==> src/rtl/mc_ctrl_fsm.sv <==
// ---------------------------------------------------------------------------
// mc_ctrl_fsm
//   Multi-cycle control sequencer for the MIPS datapath. A FETCH/DECODE/EXEC/
//   MEM/WB state machine drives the datapath enables and mux selects. A single
//   memory port is shared between instruction fetch and data access through a
//   req/ready handshake.
//   Supported: addu/add/subu/sub/and/or/slt, lw, sw, beq, bne, j, addiu.
//
// Parameters
//   MEM_TIMEOUT  cycles mem_req may wait for mem_ready before bus error
//                (0 = never time out)
//   CNT_W        width of the performance counters
//
// Optional feature
//   CTRL_PERF_CNT_EN  when defined, perf_cycles/perf_retired are real
//                     counters; otherwise both are tied to 0.
//
// Ports
//   clk, rst            clock (rising edge), async active-high reset
//   instr_op/funct      IR[31:26] / IR[5:0], valid from DECODE onward
//   alu_zero            ALU zero flag (current cycle)
//   mem_ready           memory accepts/completes the access this cycle
//   mem_req/we/iord     memory request, write strobe, address select
//   ir_wen, pc_wen      IR and PC load enables
//   pc_src              0 = PC+4, 1 = branch target, 2 = jump target
//   alu_src_a/b, alu_ctrl  ALU operand selects and operation
//   rf_wen/dst/src      register file write controls
//   illegal             1-cycle pulse on undecodable instruction
//   bus_err             sticky memory timeout flag
//   state_o             current state (debug)
//   perf_cycles/retired performance counters
// ---------------------------------------------------------------------------
module mc_ctrl_fsm #(
  parameter int MEM_TIMEOUT = 255,
  parameter int CNT_W       = 32
) (
  input  logic             clk,
  input  logic             rst,
  input  logic [5:0]       instr_op,
  input  logic [5:0]       instr_funct,
  input  logic             alu_zero,
  input  logic             mem_ready,
  output logic             mem_req,
  output logic             mem_we,
  output logic             mem_iord,
  output logic             ir_wen,
  output logic             pc_wen,
  output logic [1:0]       pc_src,
  output logic             alu_src_a,
  output logic [1:0]       alu_src_b,
  output logic [3:0]       alu_ctrl,
  output logic             rf_wen,
  output logic             rf_dst,
  output logic             rf_src,
  output logic             illegal,
  output logic             bus_err,
  output logic [2:0]       state_o,
  output logic [CNT_W-1:0] perf_cycles,
  output logic [CNT_W-1:0] perf_retired
);

  typedef enum logic [2:0] {
    S_FETCH  = 3'd0,
    S_DECODE = 3'd1,
    S_EXEC   = 3'd2,
    S_MEM    = 3'd3,
    S_WB     = 3'd4,
    S_HALT   = 3'd7
  } state_t;

  typedef enum logic [2:0] {
    C_R, C_ADDIU, C_LW, C_SW, C_BEQ, C_BNE, C_J, C_ILL
  } class_t;

  localparam logic [3:0] ALU_AND = 4'b0000;
  localparam logic [3:0] ALU_OR  = 4'b0001;
  localparam logic [3:0] ALU_ADD = 4'b0010;
  localparam logic [3:0] ALU_SUB = 4'b0110;
  localparam logic [3:0] ALU_SLT = 4'b0111;

  localparam int TO_W = (MEM_TIMEOUT < 2) ? 1 : $clog2(MEM_TIMEOUT + 1);
  localparam logic [TO_W-1:0] TO_LAST = TO_W'((MEM_TIMEOUT > 0) ? MEM_TIMEOUT - 1 : 0);

  // Classify an op/funct pair into one of the supported instruction groups.
  function automatic class_t decodeClass(input logic [5:0] op, input logic [5:0] funct);
    class_t c;
    c = C_ILL;
    case (op)
      6'b000000: begin
        case (funct)
          6'b100001, 6'b100000, 6'b100011, 6'b100010,
          6'b100100, 6'b100101, 6'b101010: c = C_R;
          default:                         c = C_ILL;
        endcase
      end
      6'b001001: c = C_ADDIU;
      6'b100011: c = C_LW;
      6'b101011: c = C_SW;
      6'b000100: c = C_BEQ;
      6'b000101: c = C_BNE;
      6'b000010: c = C_J;
      default:   c = C_ILL;
    endcase
    return c;
  endfunction

  // ALU operation for R-type instructions, chosen by funct.
  function automatic logic [3:0] aluFromFunct(input logic [5:0] funct);
    logic [3:0] a;
    a = ALU_ADD;
    case (funct)
      6'b100011, 6'b100010: a = ALU_SUB;
      6'b100100:            a = ALU_AND;
      6'b100101:            a = ALU_OR;
      6'b101010:            a = ALU_SLT;
      default:              a = ALU_ADD;
    endcase
    return a;
  endfunction

  state_t          r_state;
  state_t          w_next;
  logic [5:0]      r_op;
  logic [5:0]      r_funct;
  logic [TO_W-1:0] r_toCnt;
  logic            r_busErr;
  class_t          w_liveClass;
  class_t          w_latClass;
  logic            w_toHit;

  logic       w_memReq, w_memWe, w_memIord, w_irWen, w_pcWen;
  logic [1:0] w_pcSrc, w_aluSrcB;
  logic       w_aluSrcA, w_rfWen, w_rfDst, w_rfSrc, w_illegal;
  logic [3:0] w_aluCtrl;

  assign w_liveClass = decodeClass(instr_op, instr_funct);
  assign w_latClass  = decodeClass(r_op, r_funct);

  // The wait that would bring the counter up to MEM_TIMEOUT ends the access.
  assign w_toHit = (MEM_TIMEOUT != 0) && !mem_ready && (r_toCnt == TO_LAST);

  // State register, latched instruction fields, timeout counter and the
  // sticky bus error flag.
  always_ff @(posedge clk or posedge rst) begin
    if (rst) begin
      r_state  <= S_FETCH;
      r_op     <= '0;
      r_funct  <= '0;
      r_toCnt  <= '0;
      r_busErr <= 1'b0;
    end else begin
      r_state <= w_next;
      if (r_state == S_DECODE) begin
        r_op    <= instr_op;
        r_funct <= instr_funct;
      end
      // Any state change clears the counter, so it starts from zero on
      // every entry to FETCH or MEM.
      if (r_state != w_next) begin
        r_toCnt <= '0;
      end else if (w_memReq && !mem_ready) begin
        r_toCnt <= r_toCnt + 1'b1;
      end
      if (r_state != S_HALT && w_next == S_HALT) begin
        r_busErr <= 1'b1;
      end
    end
  end

  // Next-state and control outputs.
  always_comb begin
    w_next    = r_state;
    w_memReq  = 1'b0;
    w_memWe   = 1'b0;
    w_memIord = 1'b0;
    w_irWen   = 1'b0;
    w_pcWen   = 1'b0;
    w_pcSrc   = 2'd0;
    w_aluSrcA = 1'b0;
    w_aluSrcB = 2'd0;
    w_aluCtrl = ALU_AND;
    w_rfWen   = 1'b0;
    w_rfDst   = 1'b0;
    w_rfSrc   = 1'b0;
    w_illegal = 1'b0;
    case (r_state)
      S_FETCH: begin
        w_memReq  = 1'b1;
        w_aluSrcB = 2'd1;
        w_aluCtrl = ALU_ADD;
        if (mem_ready) begin
          w_irWen = 1'b1;
          w_pcWen = 1'b1;
          w_next  = S_DECODE;
        end else if (w_toHit) begin
          w_next = S_HALT;
        end
      end
      S_DECODE: begin
        w_aluSrcB = 2'd3;
        w_aluCtrl = ALU_ADD;
        if (w_liveClass == C_ILL) begin
          w_illegal = 1'b1;
          w_next    = S_FETCH;
        end else begin
          w_next = S_EXEC;
        end
      end
      S_EXEC: begin
        case (w_latClass)
          C_R: begin
            w_aluSrcA = 1'b1;
            w_aluCtrl = aluFromFunct(r_funct);
            w_next    = S_WB;
          end
          C_ADDIU: begin
            w_aluSrcA = 1'b1;
            w_aluSrcB = 2'd2;
            w_aluCtrl = ALU_ADD;
            w_next    = S_WB;
          end
          C_LW, C_SW: begin
            w_aluSrcA = 1'b1;
            w_aluSrcB = 2'd2;
            w_aluCtrl = ALU_ADD;
            w_next    = S_MEM;
          end
          C_BEQ, C_BNE: begin
            w_aluSrcA = 1'b1;
            w_aluCtrl = ALU_SUB;
            w_pcSrc   = 2'd1;
            w_pcWen   = (w_latClass == C_BEQ) ? alu_zero : !alu_zero;
            w_next    = S_FETCH;
          end
          C_J: begin
            w_pcSrc = 2'd2;
            w_pcWen = 1'b1;
            w_next  = S_FETCH;
          end
          default: w_next = S_FETCH;
        endcase
      end
      S_MEM: begin
        w_memReq  = 1'b1;
        w_memIord = 1'b1;
        w_memWe   = (w_latClass == C_SW);
        if (mem_ready) begin
          w_next = (w_latClass == C_LW) ? S_WB : S_FETCH;
        end else if (w_toHit) begin
          w_next = S_HALT;
        end
      end
      S_WB: begin
        w_rfWen = 1'b1;
        w_rfDst = (w_latClass == C_R);
        w_rfSrc = (w_latClass == C_LW);
        w_next  = S_FETCH;
      end
      S_HALT:  w_next = S_HALT;
      default: w_next = S_FETCH;
    endcase
  end

  // Outputs are forced low while reset is held so an in-flight access is
  // dropped immediately rather than at the next clock.
  assign mem_req   = !rst && w_memReq;
  assign mem_we    = !rst && w_memWe;
  assign mem_iord  = !rst && w_memIord;
  assign ir_wen    = !rst && w_irWen;
  assign pc_wen    = !rst && w_pcWen;
  assign pc_src    = rst ? 2'd0 : w_pcSrc;
  assign alu_src_a = !rst && w_aluSrcA;
  assign alu_src_b = rst ? 2'd0 : w_aluSrcB;
  assign alu_ctrl  = rst ? 4'd0 : w_aluCtrl;
  assign rf_wen    = !rst && w_rfWen;
  assign rf_dst    = !rst && w_rfDst;
  assign rf_src    = !rst && w_rfSrc;
  assign illegal   = !rst && w_illegal;
  assign bus_err   = !rst && r_busErr;
  assign state_o   = rst ? 3'd0 : r_state;

`ifdef CTRL_PERF_CNT_EN
  logic [CNT_W-1:0] r_perfCycles;
  logic [CNT_W-1:0] r_perfRetired;
  logic             w_retire;

  // An instruction retires on the edge that returns to FETCH after doing
  // useful work; illegal NOPs leave from DECODE and are not counted.
  assign w_retire = (r_state == S_WB) ||
                    (r_state == S_EXEC && (w_latClass == C_BEQ || w_latClass == C_BNE ||
                                           w_latClass == C_J)) ||
                    (r_state == S_MEM && w_next == S_FETCH);

  always_ff @(posedge clk or posedge rst) begin
    if (rst) begin
      r_perfCycles  <= '0;
      r_perfRetired <= '0;
    end else begin
      if (r_state != S_HALT) begin
        r_perfCycles <= r_perfCycles + 1'b1;
      end
      if (w_retire) begin
        r_perfRetired <= r_perfRetired + 1'b1;
      end
    end
  end

  assign perf_cycles  = r_perfCycles;
  assign perf_retired = r_perfRetired;
`else
  assign perf_cycles  = '0;
  assign perf_retired = '0;
`endif

endmodule

==> config.mk <==
export PLATFORM = sky130hd
export DESIGN_NAME = mc_ctrl_fsm
export DESIGN_NICKNAME = d
export VERILOG_FILES = /design/src/rtl/mc_ctrl_fsm.sv
export SDC_FILE = /design/constraint.sdc
export NUM_CORES = 1
export LEC_CHECK = 0
export CORE_ASPECT_RATIO = 1.25
export CORE_MARGIN = 5
export CORE_UTILIZATION = 42
export CTS_BUF_LIST = sky130_fd_sc_hd__clkbuf_16
export CTS_CLUSTER_SIZE = 30
export DETAILED_ROUTE_END_ITERATION = 16
export PLACE_DENSITY = 0.81
export SLEW_MARGIN = 40
export SYNTH_ARGS = -nofsm -noshare
export SYNTH_HDL_FRONTEND = slang
export SYNTH_SLANG_ARGS = --single-unit
==> constraint.sdc <==
create_clock -name clk -period 1.9 [get_ports clk]
set_input_delay 0.38 -clock clk [delete_from_list [all_inputs] [get_ports clk]]
set_output_delay 0.38 -clock clk [all_outputs]
set_load 0.01 [all_outputs]
==> summary.json, run 1 <==
{
  "outcome": "finished, violations left",
  "violations": "negative setup slack",
  "postCtsHoldBufs": 0,
  "cts.sink_count": 24,
  "timing.final.hold_violations": 0,
  "nets": 404,
  "cap_viol_max_count": 0,
  "postRouteAntennaNets": 0,
  "place_area_sq_um": 2790,
  "path_clk_slew_ns": 0.06,
  "dr_wl_met2_um": 3520,
  "core_area_sq_um": 5120,
  "unrepaired_setup_endpoints_after_global_routing": "yes",
  "cell_with_the_largest_stage_delay_on_the_worst_path": "dfrtp_1",
  "grt_first_pass_wirelength_um": 9550,
  "floorplan.die.height_um": 91.4,
  "cell_by_cell_trace_of_the_critical_path": "buf_6 > nor2_4 > buf_6 > nand3b_1 > buf_4 > nor3_4 > nand4b_1 > a21oi_2 > buf_2",
  "clkLatencyLatePin_ns": 0.25,
  "fin_area_sq_um": 3260,
  "drt_first_pass_iters": 4,
  "detailroute.via_count": 2191,
  "grt_max_degree": 25,
  "finalWorstSetupSlack_ns": -0.462,
  "cts_max_level": 1,
  "die_x_um": 75.1,
  "crit_type": "reg -> out",
  "row_count": 29,
  "worst_min_path_class": "in -> reg",
  "vias_in_the_first_global_route": 2038,
  "cts_tree": "built",
  "max_freq_ghz": 0.423,
  "synth-edff-count": 0,
  "max-vdd-ir-drop_v": 0.000503,
  "remaining_drc_errors": 0,
  "yosys_register_bits": 24,
  "gp_congestion": 0.871,
  "post-route-period-util_pct": 124,
  "initial_core_util_pct": 43.5,
  "clk_root_buffer_cell": "clkbuf_16",
  "crit_arrival_ns": 1.98,
  "required_time_reported_for_the_critical_path_endpoint_ns": 1.52,
  "synth_cells": 279,
  "cts-buffers-inserted": 3,
  "static-leakage-power_nw": 1.68,
  "ctsLongestPathBuffers": 2,
  "worst_setup_path_end_kind": "primary output",
  "cp_num_buf_inv": 4,
  "die-area_sq_um": 6860,
  "grt_overflow_total": 0,
  "mappedNetlistArea_sq_um": 2230,
  "clock_period_minus_final_worst_setup_slack_ns": 2.36,
  "final_cell_mix": "68 x buf_4, 65 x conb_1, 40 x nand2_1, 19 x dfrtp_1, 18 x nor2_1",
  "detail_route.wirelength.met1_um": 2250,
  "wl_per_cell_um": 14.4,
  "yosysSeqAreaShare_pct": 27.0,
  "setup.worst_path.start_class": "flip-flop",
  "final_common_cell": "buf_4",
  "routed-wl-met3_um": 488,
  "wirelength_um": 6430,
  "fill_cells": 406,
  "initial_antenna_violation_count": 0,
  "top_layer_used": "met4",
  "pin_count": 102,
  "postSynth.asyncResetShare_pct": 100,
  "timing.critical_path.fanout_max": 3,
  "fin_skew_ns": 0.00176,
  "globalRouteTotalUtil_pct": 17.4,
  "timing.critical_path.max_delay_family": "buffers and inverters",
  "critical-path-top-cell-by-count": "buf_6",
  "layout-area-overhead-vs-synth_pct": 46.3,
  "per_instance_average_area_after_synthesis_sq_um": 7.98,
  "yosysWarnings": 0,
  "vias_per_inst": 4.90,
  "final_max_slew_viol_count": 0,
  "place_ws_ns": -0.901,
  "hpwl_um": 4130,
  "post_route_cells_drive_above_1_share_pct": 41.0,
  "antenna-diode-count": 0,
  "count_of_final_setup_violators": 14,
  "detail_route.iter0.violations": 80,
  "worst_stage_delay_on_the_critical_path_ns": 0.41,
  "yosys.cell_types.count": 54,
  "port-buffer-count": 36,
  "powerDensity_nw_per_um2": 655,
  "ys_dominant_reg_cell": "dfrtp_1"
}
cells in the mapped netlist, drive strengths merged (2+ instances only):
master  instances  area [sq um]
nor2           22          85.1
o21ai           7          38.8
inv             9          33.8
nand3           6          30.0
and3            5          36.3
nor4            4          46.3
and4b           2          20.0
a31oi           3          18.8
nand2b          7          43.8
nand2          41           154
nand4           3          18.8
dfrtp          24           601
a21oi           8          40.0
ha              2          25.0
xnor2           6          52.6
a211o           2          17.5
nor2b           7          43.8
nor3           10          66.3
clkbuf          6          23.8
nand4b          3          26.3
xor2            7          61.3
and2            2          12.5
buf            71           538
o211ai          2          15.0
stage by stage:
| stage | utilization, % | TNS [ns] | power, mW | hold WS (ns) | instances |
|---|---|---|---|---|---|
| 6_report | 63.7 | -3.55 | 2.13 | 0.306 | 447 |
| 5_1_grt | 63.7 | -4.83 | 2.25 | 0.319 | 447 |
| 4_1_cts | 60.9 | -3.15 | 2.00 | 0.346 | 443 |
| 3_5_place_dp | 54.4 | -9.34 | 1.37 | 0.453 | 423 |
| 3_3_place_gp | 54.4 | -9.39 | 1.35 | 0.452 | 423 |
| 2_1_floorplan | - | 0 | 1.15 | 0.426 | 343 |
state kept, by name, indices dropped and copies added (netlist names):
name,count
r_toCnt,8
r_funct,6
r_op,6
r_state,3
r_busErr,1
layout make-up:
cell class	instances	area (sq um)	share of cell area, %
Multi-Input combinational cell	233	1520	46.5
Timing Repair Buffer	115	945	29.0
Sequential cell	24	607	18.6
Tap cell	62	77.6	2.38
Clock buffer	3	75.1	2.31
Inverter	9	33.8	1.04
Clock inverter	1	3.75	0.115
worst register-to-register path: stages (launching register included):
cell and delay [ns]:
dfrtp_2 0.44, buf_6 0.13, nand4b_1 0.20, buf_4 0.22, buf_4 0.13, buf_4 0.12, o41ai_1 0.27, nand2_1 0.15
o211ai_1 0.10
metal layers:
layer | global-route usage [%] | vias to the layer above
met5 | 0 | -
met4 | 6.23 | 0
met3 | 2.54 | 22
met2 | 31.4 | 102
met1 | 20.2 | 1049
li1 | - | 1018
power breakdown:
part / total, mW / internal [mW] / switching [mW]
sequential: 0.635 / 0.571 / 0.0636
clock: 0.452 / 0.281 / 0.171
combinational: 1.05 / 0.522 / 0.523
final timing paths:
kind	to	depth (start not counted)	slack [ns]	start
min in group asynchronous	r_funct[3]$_DFFE_PP0N_	4	0.58	rst
setup reg to reg	r_state[1]$_DFF_PP0_	8	0.05	r_op[5]$_DFFE_PP0N_
hold reg to reg	r_busErr$_DFFE_PP0P_	1	0.48	r_busErr$_DFFE_PP0P_
setup / recovery	alu_ctrl[2]	9	-0.46	r_op[1]$_DFFE_PP0N_
hold / removal	r_funct[4]$_DFFE_PP0N_	3	0.31	instr_funct[4]
max in group asynchronous	r_op[2]$_DFFE_PP0N_	4	1.06	rst
logic make-up (layout without fill, tap and decap cells):
logic type,after synthesis,after routing,synth area share [%]
flops,24,24,27.0
xor+xnor,13,13,5.12
simple gates,121,121,29.8
buf+inv,86,128,26.8
compound gates,32,32,10.1
fa+ha+maj,2,2,1.12
other cells,1,65,0.168
repair_timing:
item	in CTS	in global routing
setup endpoints to repair	21	19
buffers inserted	17	4
pin swaps	21	20
resized for setup	121	48
cloned	0	0
hold endpoints to repair	0	0
(Power assumes the default switching activity.)
==> run 2, diff against run 1 <==
Settings changed: CORE_UTILIZATION 42 to 48, CTS_CLUSTER_SIZE 30 to 28, DONT_BUFFER_PORTS set to 1, PLACE_DENSITY 0.81 to unset.
==> summary.json, run 2 (same netlist as run 1, synthesis figures left out) <==
{
  "remaining_drc_errors": {"value": 0, "change": "unchanged"},
  "timing.critical_path.max_delay_family": {"value": "simple AND/OR/NAND/NOR gates", "change": "was buffers and inverters"},
  "port-buffer-count": {"value": 0, "change": "was 36"},
  "clk_root_buffer_cell": {"value": "clkbuf_16", "change": "unchanged"},
  "fin_area": {"value": 2650, "unit": "sq um", "change": "was 3260 sq um"},
  "cts_tree": {"value": "built", "change": "unchanged"},
  "drt_first_pass_iters": {"value": 4, "change": "unchanged"},
  "violations": {"value": "negative setup slack", "change": "unchanged"},
  "grt_first_pass_wirelength": {"value": 8180, "unit": "um", "change": "was 9550 um"},
  "die-area": {"value": 6110, "unit": "sq um", "change": "was 6860 sq um"},
  "required_time_reported_for_the_critical_path_endpoint": {"value": 1.52, "unit": "ns", "change": "about the same"},
  "detailroute.via_count": {"value": 1832, "change": "was 2,191"},
  "postLayoutCoreUtil": {"value": 59.4, "unit": "%", "change": "was 63.7%"},
  "wl_per_cell": {"value": 13.8, "unit": "um", "change": "was 14.4 um"},
  "reg_top3": {"value": "r_toCnt x8, r_funct x6, r_op x6", "change": "unchanged"},
  "cts_max_level": {"value": 1, "change": "unchanged"},
  "outcome": {"value": "finished, violations left", "change": "unchanged"},
  "layout-area-overhead-vs-synth": {"value": 18.9, "unit": "%", "change": "was 46.3%"},
  "wirelength": {"value": 5220, "unit": "um", "change": "was 6430 um"},
  "globalRouteTotalUtil": {"value": 16.4, "unit": "%", "change": "was 17.4%"},
  "timing.critical_path.fanout_max": {"value": 3, "change": "unchanged"},
  "largest_register_ffs": {"value": 8, "change": "unchanged"},
  "cell_with_the_largest_stage_delay_on_the_worst_path": {"value": "dfrtp_1", "change": "unchanged"},
  "finalWorstSetupSlack": {"value": -0.368, "unit": "ns", "change": "was -0.462 ns"},
  "final_cell_mix": {"value": "65 x conb_1, 44 x buf_4, 41 x nand2_1, 17 x dfrtp_1, 16 x nor2_1", "change": "was 68 x buf_4, 65 x conb_1, 40 x nand2_1, 19 x dfrtp_1, 18 x nor2_1"},
  "postRouteAntennaNets": {"value": 0, "change": "unchanged"},
  "max_freq": {"value": 0.441, "unit": "GHz", "change": "was 0.423 GHz"},
  "timing.final.hold_violations": {"value": 0, "change": "unchanged"},
  "critical_path_cell_count": {"value": 6, "change": "was 9"},
  "registers.top_by_ff_count": {"value": "r_toCnt", "change": "unchanged"},
  "post_route_cells_drive_above_1_share": {"value": 31.0, "unit": "%", "change": "was 41.0%"},
  "setup.worst_path.start_class": {"value": "flip-flop", "change": "unchanged"},
  "placed_cells": {"value": 362, "change": "was 423"},
  "max-vdd-ir-drop": {"value": 0.000426, "unit": "V", "change": "was 0.000503 V"},
  "powerDensity": {"value": 765, "unit": "nW/um^2", "change": "was 655 nW/um^2"},
  "path_clk_slew": {"value": 0.06, "unit": "ns", "change": "about the same"},
  "ctsLongestPathBuffers": {"value": 2, "change": "unchanged"},
  "cp_num_buf_inv": {"value": 1, "change": "was 4"},
  "static-leakage-power": {"value": 1.27, "unit": "nW", "change": "was 1.68 nW"},
  "count_of_final_setup_violators": {"value": 11, "change": "was 14"},
  "worst_stage_delay_on_the_critical_path": {"value": 0.38, "unit": "ns", "change": "was 0.41 ns"},
  "cell_by_cell_trace_of_the_critical_path": {"value": "nand2b_4 > a221o_1 > nor3_2 > nand4b_1 > a21oi_2 > buf_4", "change": "was buf_6 > nor2_4 > buf_6 > nand3b_1 > buf_4 > nor3_4 > nand4b_1 > a21oi_2 > buf_2"},
  "vias_in_the_first_global_route": {"value": 1729, "change": "was 2,038"},
  "timing.critical_path.from": {"value": "r_funct[0]$_DFFE_PP0N_", "change": "was r_op[1]$_DFFE_PP0N_"},
  "crit_type": {"value": "reg -> out", "change": "unchanged"},
  "floorplan.die.height": {"value": 86.1, "unit": "um", "change": "was 91.4 um"},
  "initial_antenna_violation_count": {"value": 0, "change": "unchanged"},
  "reg2reg_from": {"value": "r_op[2]$_DFFE_PP0N_", "change": "was r_op[5]$_DFFE_PP0N_"},
  "fin_cells": {"value": 377, "change": "was 447"},
  "cap_viol_max_count": {"value": 0, "change": "unchanged"},
  "place_ws": {"value": -0.0916, "unit": "ns", "change": "was -0.901 ns"},
  "pin_count": {"value": 102, "change": "unchanged"},
  "crit_arrival": {"value": 1.89, "unit": "ns", "change": "was 1.98 ns"},
  "row_count": {"value": 27, "change": "was 29"},
  "cts-buffers-inserted": {"value": 3, "change": "unchanged"},
  "ff2ff_setup_slack": {"value": 0.18, "unit": "ns", "change": "was 0.05 ns"},
  "initial_core_util": {"value": 49.9, "unit": "%", "change": "was 43.5%"},
  "die_x": {"value": 70.9, "unit": "um", "change": "was 75.1 um"},
  "cts.sink_count": {"value": 24, "change": "unchanged"},
  "grt_overflow_total": {"value": 0, "change": "unchanged"},
  "totalPowerFinal": {"value": 2.03, "unit": "mW", "change": "was 2.13 mW"},
  "vias_per_inst": {"value": 4.86, "change": "was 4.90"},
  "reg2reg_depth": {"value": 8, "change": "unchanged"},
  "detail_route.iter0.violations": {"value": 69, "change": "was 80"},
  "worst_setup_path_end_kind": {"value": "primary output", "change": "unchanged"},
  "gp_congestion": {"value": 0.807, "change": "was 0.871"},
  "fin_skew": {"value": 0.00363, "unit": "ns", "change": "was 0.00176 ns"},
  "grt_max_degree": {"value": 25, "change": "unchanged"},
  "core_area": {"value": 4460, "unit": "sq um", "change": "was 5120 sq um"},
  "clock_period_minus_final_worst_setup_slack": {"value": 2.27, "unit": "ns", "change": "was 2.36 ns"},
  "place_area": {"value": 2260, "unit": "sq um", "change": "was 2790 sq um"},
  "unrepaired_setup_endpoints_after_global_routing": {"value": "yes", "change": "unchanged"},
  "hpwl": {"value": 3920, "unit": "um", "change": "was 4130 um"},
  "final_max_slew_viol_count": {"value": 0, "change": "unchanged"},
  "final_common_cell": {"value": "conb_1", "change": "was buf_4"},
  "antenna-diode-count": {"value": 0, "change": "unchanged"},
  "post-route-period-util": {"value": 119, "unit": "%", "change": "was 124%"},
  "nets": {"value": 338, "change": "was 404"},
  "worst_min_path_class": {"value": "in -> async", "change": "was in -> reg"},
  "clkLatencyLatePin": {"value": 0.26, "unit": "ns", "change": "was 0.25 ns"},
  "fill_cells": {"value": 411, "change": "was 406"}
}
==> run 2: cell count changes in the layout (fill, tap and decap cells not counted), moves of 3 or more <==
cell,previous run,this run
buf_4,68,44
buf_2,10,0
buf_6,15,5
clkbuf_2,6,0
dlygate4sd2_1,4,0
dlymetal6s2s_1,4,0
clkdlybuf4s50_1,3,0
nor2_2,2,5
nor3_1,3,6
==> run 2: worst reg2reg max path: cells and delay by family (launching register included) <==
family / cells / cell delay, ns
AO/OA/AOI/OAI: 2 / 0.21
buffers and inverters: 4 / 0.53
flip-flops: 1 / 0.46
AND/OR/NAND/NOR: 2 / 0.44
==> run 2: final timing paths <==
path,endpoint
setup / recovery,alu_ctrl[2]
hold / removal,r_op[1]$_DFFE_PP0N_
setup reg to reg,r_state[2]$_DFF_PP0_
hold reg to reg,r_busErr$_DFFE_PP0P_
max in group asynchronous,r_state[0]$_DFF_PP0_
min in group clk,r_funct[2]$_DFFE_PP0N_
==> run 2: what timing repair did <==
item | 4_1_cts | 5_1_grt
hold buffers | 0 | 0
setup endpoints to repair | 11 | 14
resized for setup | 32 | 19
cloned | 0 | 0
buffers inserted | 8 | 3
pin swaps | 15 | 9
==> run 2: routing by layer <==
layer / GRT usage, % / vias to the layer above / wire length (um)
li1: - / 883 / -
met2: 30.0 / 82 / 2820
met3: 2.70 / 6 / 436
met1: 19.3 / 861 / 1910
met5: 0 / - / 0
met4: 4.96 / 0 / 53
==> run 2: area by class of cell <==
class	count	area [sq um]	share of cell area [%]
clock buffers	3	75.1	2.84
clock inverters	1	30.0	1.13
inverters	9	33.8	1.28
multi-input cells	233	1440	54.4
flip-flops and latches	24	609	23.0
well taps	58	72.6	2.74
repair buffers	49	387	14.6
==> run 2: where the power goes <==
part           internal [mW]  switching (mW)  leakage [nW]
sequential             0.573          0.0909         0.304
clock                  0.419           0.184        0.0511
combinational          0.362           0.397         0.918
total                   1.35           0.671          1.27
==> run 2: through the flow <==
| step | TNS, ns | hold slack (ns) |
|---|---|---|
| floorplan | 0 | 0.426 |
| global placement | -0.203 | 0.364 |
| detailed placement | -0.331 | 0.366 |
| CTS | -2.45 | 0.0916 |
| global route | -3.38 | 0.107 |
| finish | -2.60 | 0.0824 |
